## src/rtl/iter_shift_unit.sv

```systemverilog
// Multi-cycle shift unit: shifts the latched operand one bit per cycle and returns
// the result with its rd tag over a valid/ready handshake.
module iter_shift_unit #(
    parameter int XLEN  = 32,
    parameter int SHW   = 5,
    parameter int TAG_W = 5
) (
    input  logic             clk,
    input  logic             rst,
    input  logic             in_valid,
    output logic             in_ready,
    input  logic [XLEN-1:0]  in_a,
    input  logic [SHW-1:0]   in_shamt,
    input  logic [1:0]       in_stype,
    input  logic [TAG_W-1:0] in_tag,
    input  logic             flush,
    output logic             out_valid,
    input  logic             out_ready,
    output logic [XLEN-1:0]  out_r,
    output logic [TAG_W-1:0] out_tag,
    output logic             busy
);

    typedef enum logic [1:0] {
        S_IDLE  = 2'd0,
        S_SHIFT = 2'd1,
        S_DONE  = 2'd2
    } state_t;

    localparam logic [1:0]     ST_SRL  = 2'b00;
    localparam logic [1:0]     ST_SLL  = 2'b01;
    localparam logic [1:0]     ST_SRA  = 2'b10;
    localparam logic [1:0]     ST_PASS = 2'b11;
    localparam logic [SHW-1:0] CNT_ONE = {{(SHW-1){1'b0}}, 1'b1};

    state_t           state_q, state_d;
    logic [XLEN-1:0]  r_q, r_d;
    logic [TAG_W-1:0] tag_q, tag_d;
    logic [SHW-1:0]   cnt_q, cnt_d;
    logic [1:0]       stype_q, stype_d;

    function automatic logic [XLEN-1:0] shift_step(input logic [XLEN-1:0] v,
                                                   input logic [1:0]      st);
        logic [XLEN-1:0] res;
        case (st)
            ST_SRL:  res = {1'b0, v[XLEN-1:1]};
            ST_SLL:  res = {v[XLEN-2:0], 1'b0};
            ST_SRA:  res = {v[XLEN-1], v[XLEN-1:1]};
            default: res = v;
        endcase
        return res;
    endfunction

    always_ff @(posedge clk or posedge rst) begin
        if (rst) begin
            state_q <= S_IDLE;
            r_q     <= '0;
            tag_q   <= '0;
            cnt_q   <= '0;
            stype_q <= '0;
        end else begin
            state_q <= state_d;
            r_q     <= r_d;
            tag_q   <= tag_d;
            cnt_q   <= cnt_d;
            stype_q <= stype_d;
        end
    end

    always_comb begin
        state_d = state_q;
        r_d     = r_q;
        tag_d   = tag_q;
        cnt_d   = cnt_q;
        stype_d = stype_q;
        case (state_q)
            S_IDLE: begin
                if (in_valid && !flush) begin
                    r_d     = in_a;
                    tag_d   = in_tag;
                    stype_d = in_stype;
                    cnt_d   = in_shamt;
                    if (in_stype == ST_PASS || in_shamt == '0) begin
                        state_d = S_DONE;
                    end else begin
                        state_d = S_SHIFT;
                    end
                end
            end
            S_SHIFT: begin
                r_d   = shift_step(r_q, stype_q);
                cnt_d = cnt_q - CNT_ONE;
                if (cnt_q == CNT_ONE) begin
                    state_d = S_DONE;
                end
            end
            S_DONE: begin
                if (out_ready) begin
                    state_d = S_IDLE;
                end
            end
            default: state_d = S_IDLE;
        endcase
        // Flush wins over every other transition, including a DONE handshake.
        if (flush) begin
            state_d = S_IDLE;
        end
    end

    assign in_ready  = (state_q == S_IDLE);
    assign out_valid = (state_q == S_DONE);
    assign busy      = (state_q != S_IDLE);
    assign out_r     = r_q;
    assign out_tag   = tag_q;

endmodule

```

## config.mk

```make
export PLATFORM = sky130hd
export DESIGN_NAME = iter_shift_unit
export DESIGN_NICKNAME = d
export VERILOG_FILES = /design/src/rtl/iter_shift_unit.sv
export SDC_FILE = /design/constraint.sdc
export NUM_CORES = 1
export LEC_CHECK = 0
export CAP_MARGIN = 20
export CELL_PAD_IN_SITES_DETAIL_PLACEMENT = 1
export CELL_PAD_IN_SITES_GLOBAL_PLACEMENT = 1
export CORE_MARGIN = 3
export CORE_UTILIZATION = 37
export CTS_BUF_LIST = sky130_fd_sc_hd__clkbuf_2
export CTS_CLUSTER_DIAMETER = 150
export DETAILED_ROUTE_END_ITERATION = 16
export PLACE_DENSITY_LB_ADDON = 0.1
export SKIP_LAST_GASP = 1
export SLEW_MARGIN = 40
export SYNTH_ARGS = -nofsm -noshare
export SYNTH_HDL_FRONTEND = slang
export SYNTH_SLANG_ARGS = --single-unit
export TNS_END_PERCENT = 30
```

## constraint.sdc

```tcl
create_clock -name clk -period 3.16 [get_ports clk]
set_input_delay 0.632 -clock clk [delete_from_list [all_inputs] [get_ports clk]]
set_output_delay 0.632 -clock clk [all_outputs]
set_load 0.01 [all_outputs]
```

# Yosys cells after proc, flatten, opt, wreduce, memory -nomap -nowiden
# Index checks and enable logic that the tools add are counted.
[classes]
addsub = 1
n_mul = 0
n_div = 0
magnitude_cmp = 0
eq_ne = 13
shift = 0
mux = 11
bitwise = 0
reduce_logical = 13
[op_table]
columns = ["operator", "count"]
rows = [
  ["$pmux W32 S3", 1],
  ["$pmux W32 S2", 1],
  ["$mux W32", 1],
  ["$mux W2", 5],
  ["$pmux W5 S2", 1],
  ["$eq A2 B2 Y1 const B", 3],
  ["$ne A3 B1 Y1 const B", 2],
  ["$pmux W2 S3", 1],
  ["$reduce_and A3 Y1", 2],
  ["$eq A5 B1 Y1 const B", 1],
  ["$logic_not A5 Y1", 1],
  ["$mux W5", 1],
  ["$sub A5 B1 Y5 const B", 1],
  ["$eq A2 B1 Y1 const B", 2],
  ["$logic_not A2 Y1", 2],
  ["$ne A4 B1 Y1 const B", 1],
  ["$reduce_and A2 Y1", 2],
  ["$reduce_and A4 Y1", 1],
  ["$reduce_bool A2 Y1", 2],
  ["$ne A3 B2 Y1 const B", 1],
  ["$ne A3 B3 Y1 const B", 1],
  ["$ne A2 B1 Y1 const B", 1],
  ["$ne A2 B2 Y1 const B", 1],
  ["$logic_and A1 B1 Y1", 1],
  ["2 further kinds", 2],
]
[word_totals]
reg_bits = 46
latch_bits = 0
ramBits = 0
romBits = 0
in_bits = 49
output_inout_bits = 40
memories = 0

# Depth between registers and ports, before layout
[logic_depth]
ltp_word = 6
depth_mapped = 9
ltp_nobuf = 6

# Worst setup path after synthesis
# Ideal clock, no wire load.
[synth_path]
kind = "reg-to-reg"
startpoint = "reg stype_q[0]"
endpoint = "reg r_q[8] (netlist: out_r[8])"
setup_time_ns = 0.129
arrival_time_ns = 1.724
slack_ns = 1.307
stages_incl_launch_ff = 10
n_path_buf = 3
period_less_slack_ns = 1.853
path_cell_list = "dfrtp_1 inv_1 ha_1 and2_1 buf_2 and2_1 buf_2 clkbuf_1 a221oi_1 o21ai_0"
[synth_between]
elab_chain_cells = 3
[synth_rtl]
columns = ["element", "line_no", "source"]
rows = [
  ["start: declaration", "40", "logic [1:0] stype_q, stype_d;"],
  ["start signal: assignment", "66", "stype_q <= stype_d;"],
  ["$eq A2 B2 Y1, or another cell as far along", "45", "case (st)"],
  ["$pmux W32 S3 or $ne A4 B1 Y1 (tied branches)", "n/a", ""],
  ["$pmux W32 S2 or $reduce_and A3 Y1 (tied branches)", "n/a", ""],
  ["end signal: assignment", "63", "r_q <= r_d;"],
  ["end: declaration", "37", "logic [XLEN-1:0] r_q, r_d;"],
]
# Parallel ways exist; a longest one is shown, timed or not.
# A chain may end at the register's enable or synchronous reset.

# Worst setup path in the final report
[layout_path]
startpoint = "reg state_q[0]"
endpoint = "out in_ready"
[layout_between]
elab_chain_cells = 1
[layout_rtl]
columns = ["element", "line_no", "source"]
rows = [
  ["start: declaration", "36", "state_t state_q, state_d;"],
  ["start signal: assignment", "62", "state_q <= state_d;"],
  ["$logic_not A2 Y1", "110", "assign in_ready = (state_q == S_IDLE);"],
  ["end: declaration", "11", "output logic in_ready,"],
]
# No other way between the ends.

==> impl_metrics.ini <==
[timing]
fin_crit_ns = 2.579
fin_crit_sh_pct = 81.62
setup-violations-final = 0
skew_ns = 0.01068
max_freq_mhz = 387.7
tns_ns = 0
worst_pin_slew_ns = 0.8263
hold_viol = 0
relSlewSlack_pct = 44.33
rsz0062_at_grt = no
drv_slew = 0

[synth]
synth-seq-area-share_pct = 45.50
yosysUniqueCellTypes = 35
ys_ff_latch = 46
synth_edf_count = 0
synth_area_mm2 = 0.002530
yosys_warnings = 0
synth_flop_cell = dfrtp_1
avgSynthCellArea_um2 = 9.511
syn_nets = 320
synthCells = 266
synth_top_area_share_pct = 45.50
async_flop_share_pct = 100.0
synth_area_leaders = dfrtp_1 (45%), o21ai_0 (8.9%), a221oi_1 (8.0%)
yosysTopAreaCell = dfrtp_1

[drt]
first_pass_iters = 4
vias = 2414
first_iter_violations = 152
wire_per_inst_um = 18.25
viasPerCell = 5.734
drtAntennaViolNets = 0
wl_um = 7684
drc = 0

[die]
die-area_mm2 = 0.007866
core_area_mm2 = 0.006495
die_w_um = 88.69
rows = 29
initial_core_util_pct = 38.95
num_io_pins = 89
die_h_um = 88.69

[clock_tree]
h-tree-depth = 2
clock_sinks = 46
cts_setup_buffers = 0
cts.path.max_buffers = 2
hold_buffers = 0
tritoncts = yes
cts_resized = 0
cts_root_buffer = clkbuf_2
cts_buffers = 5
clock_latency_ns = 0.42
path_clk_slew_ns = 0.22

[critical_path]
critPathRequiredTime_ns = 2.53
crit_path_end_kind = output pin
path_class = flop to output pin
critical_path_arrival_ns = 1.95
crit_fanout = 10
critPathLaunchType = flop
cp-startpoint = state_q[0]
rr_startpoint = stype_q[1]

[outcome]
outcome = finished clean

[hold_path]
hold_path_class = input port to async pin

[final_layout]
area_delta_synth_final_pct = 36.10
nets = 398
insertedDiodeCount = 0
final_util_pct = 53.01
layout-drive-gt1-share_pct = 7.849

[placed_design]
place_congestion = 0.7604
port_buffers = 88
hpwl_um = 5438

[pwr]
leakagePower_uw = 0.001503
peakVddDrop_mv = 0.3721
p_per_area_mw_per_mm2 = 850.2
power_uw = 2927

[global_route]
grt_usage_pct = 20.52
antenna_found_initial = 0
grt_pass1_vias = 2495
grt_pass1_wl_um = 12540
overflow = 0
grt_max_degree = 63

[flow_run]
maxCapViolCount = 0
[per-stage QoR]
step / setup slack [ns] / hold WS, ns / area (µm²) / cells
after global routing: 0.4773 / 0.4644 / 3443 / 421
after CTS: 0.5566 / 0.4456 / 3443 / 421
after detailed placement: 0.7499 / 0.4959 / 3408 / 414
after floorplan: 1.307 / 0.4640 / 2530 / 266
after global placement: 0.8351 / 0.4883 / 3406 / 414
final: 0.5807 / 0.4636 / 3443 / 421
[state kept, by name, indices dropped and copies added (netlist names)]
register	flops
cnt_q	5
out_r	32
out_tag	5
state_q	2
stype_q	2
[critical path: stages, from the launching register on]
cell	delay, ns
dfrtp_1	0.56
or2_2	0.36
inv_1	0.07
clkdlybuf4s50_1	0.53
[final cells by class]
| type | instances | area (µm²) |
|---|---|---|
| clock buffers | 7 | 35.03 |
| fillers | 756 | 3052 |
| inverters | 7 | 26.28 |
| multi-input cells | 189 | 1201 |
| flip-flops and latches | 46 | 1151 |
| well taps | 77 | 96.34 |
| repair buffers | 95 | 933.4 |
[path summary, 6_finish.rpt]
kind,end,slack (ns),cells past startpoint
worst max-delay path,in_ready,0.58,3
worst min-delay path,out_r[21],0.46,2
worst max register to register,out_r[11],0.83,7
worst min register to register,cnt_q[4],0.52,1
max in group asynchronous,cnt_q[1],2.09,3
min in group clk,cnt_q[4],0.52,1
[logic make-up after synthesis]
family	synth area share, %
buffers and inverters	7.122
muxes	2.225
adders and majority gates	2.473
and+or+nand+nor	17.21
AOI/OAI and AO/OA	25.47
DFF	45.50
[report_power, final]
part / internal (µW) / switching (µW) / total [µW]
clock: 57.5 / 187 / 245
sequential: 852 / 288 / 1140
combinational: 772 / 770 / 1540
[synth_stat cells, types with 2 or more instances]
| cell | instances |
|---|---|
| nor2_1 | 10 |
| inv_1 | 7 |
| a21oi_1 | 3 |
| buf_6 | 7 |
| mux2_2 | 5 |
| dfrtp_1 | 46 |
| o21ai_0 | 45 |
| nand3_1 | 2 |
| and2_1 | 3 |
| a221o_1 | 10 |
| and3_1 | 23 |
| a22oi_1 | 3 |
| a221oi_1 | 23 |
| ha_1 | 5 |
| buf_2 | 6 |
| clkbuf_1 | 9 |
| nor3_1 | 3 |
| nand2_1 | 37 |
| nand2b_1 | 3 |
[layout by cell type, fill, tap and decap left out, types with 2 or more instances in the layout]
cell and count:
a21oi_1 3, a221o_1 10, a221oi_1 23, a22oi_1 3, and2_1 3, and3_1 23, buf_4 7, clkbuf_2 7
clkdlybuf4s50_1 88, dfrtp_1 46, ha_1 5, inv_1 6, mux2_2 5, nand2_1 37, nand2b_1 2, nand3_1 2
nor2_1 10, nor3_1 3, o21ai_0 45
[routing by layer]
| metal | global-route usage (%) | part of all wire, % | vias up |
|---|---|---|---|
| li1 | - | - | 1136 |
| met1 | 28.06 | 46 | 1202 |
| met2 | 32.73 | 47 | 71 |
| met3 | 5.028 | 6.1 | 5 |
| met4 | 4.945 | 0.98 | 0 |
| met5 | 0 | 0 | - |
Note: power is estimated with default switching activity, not from simulation.
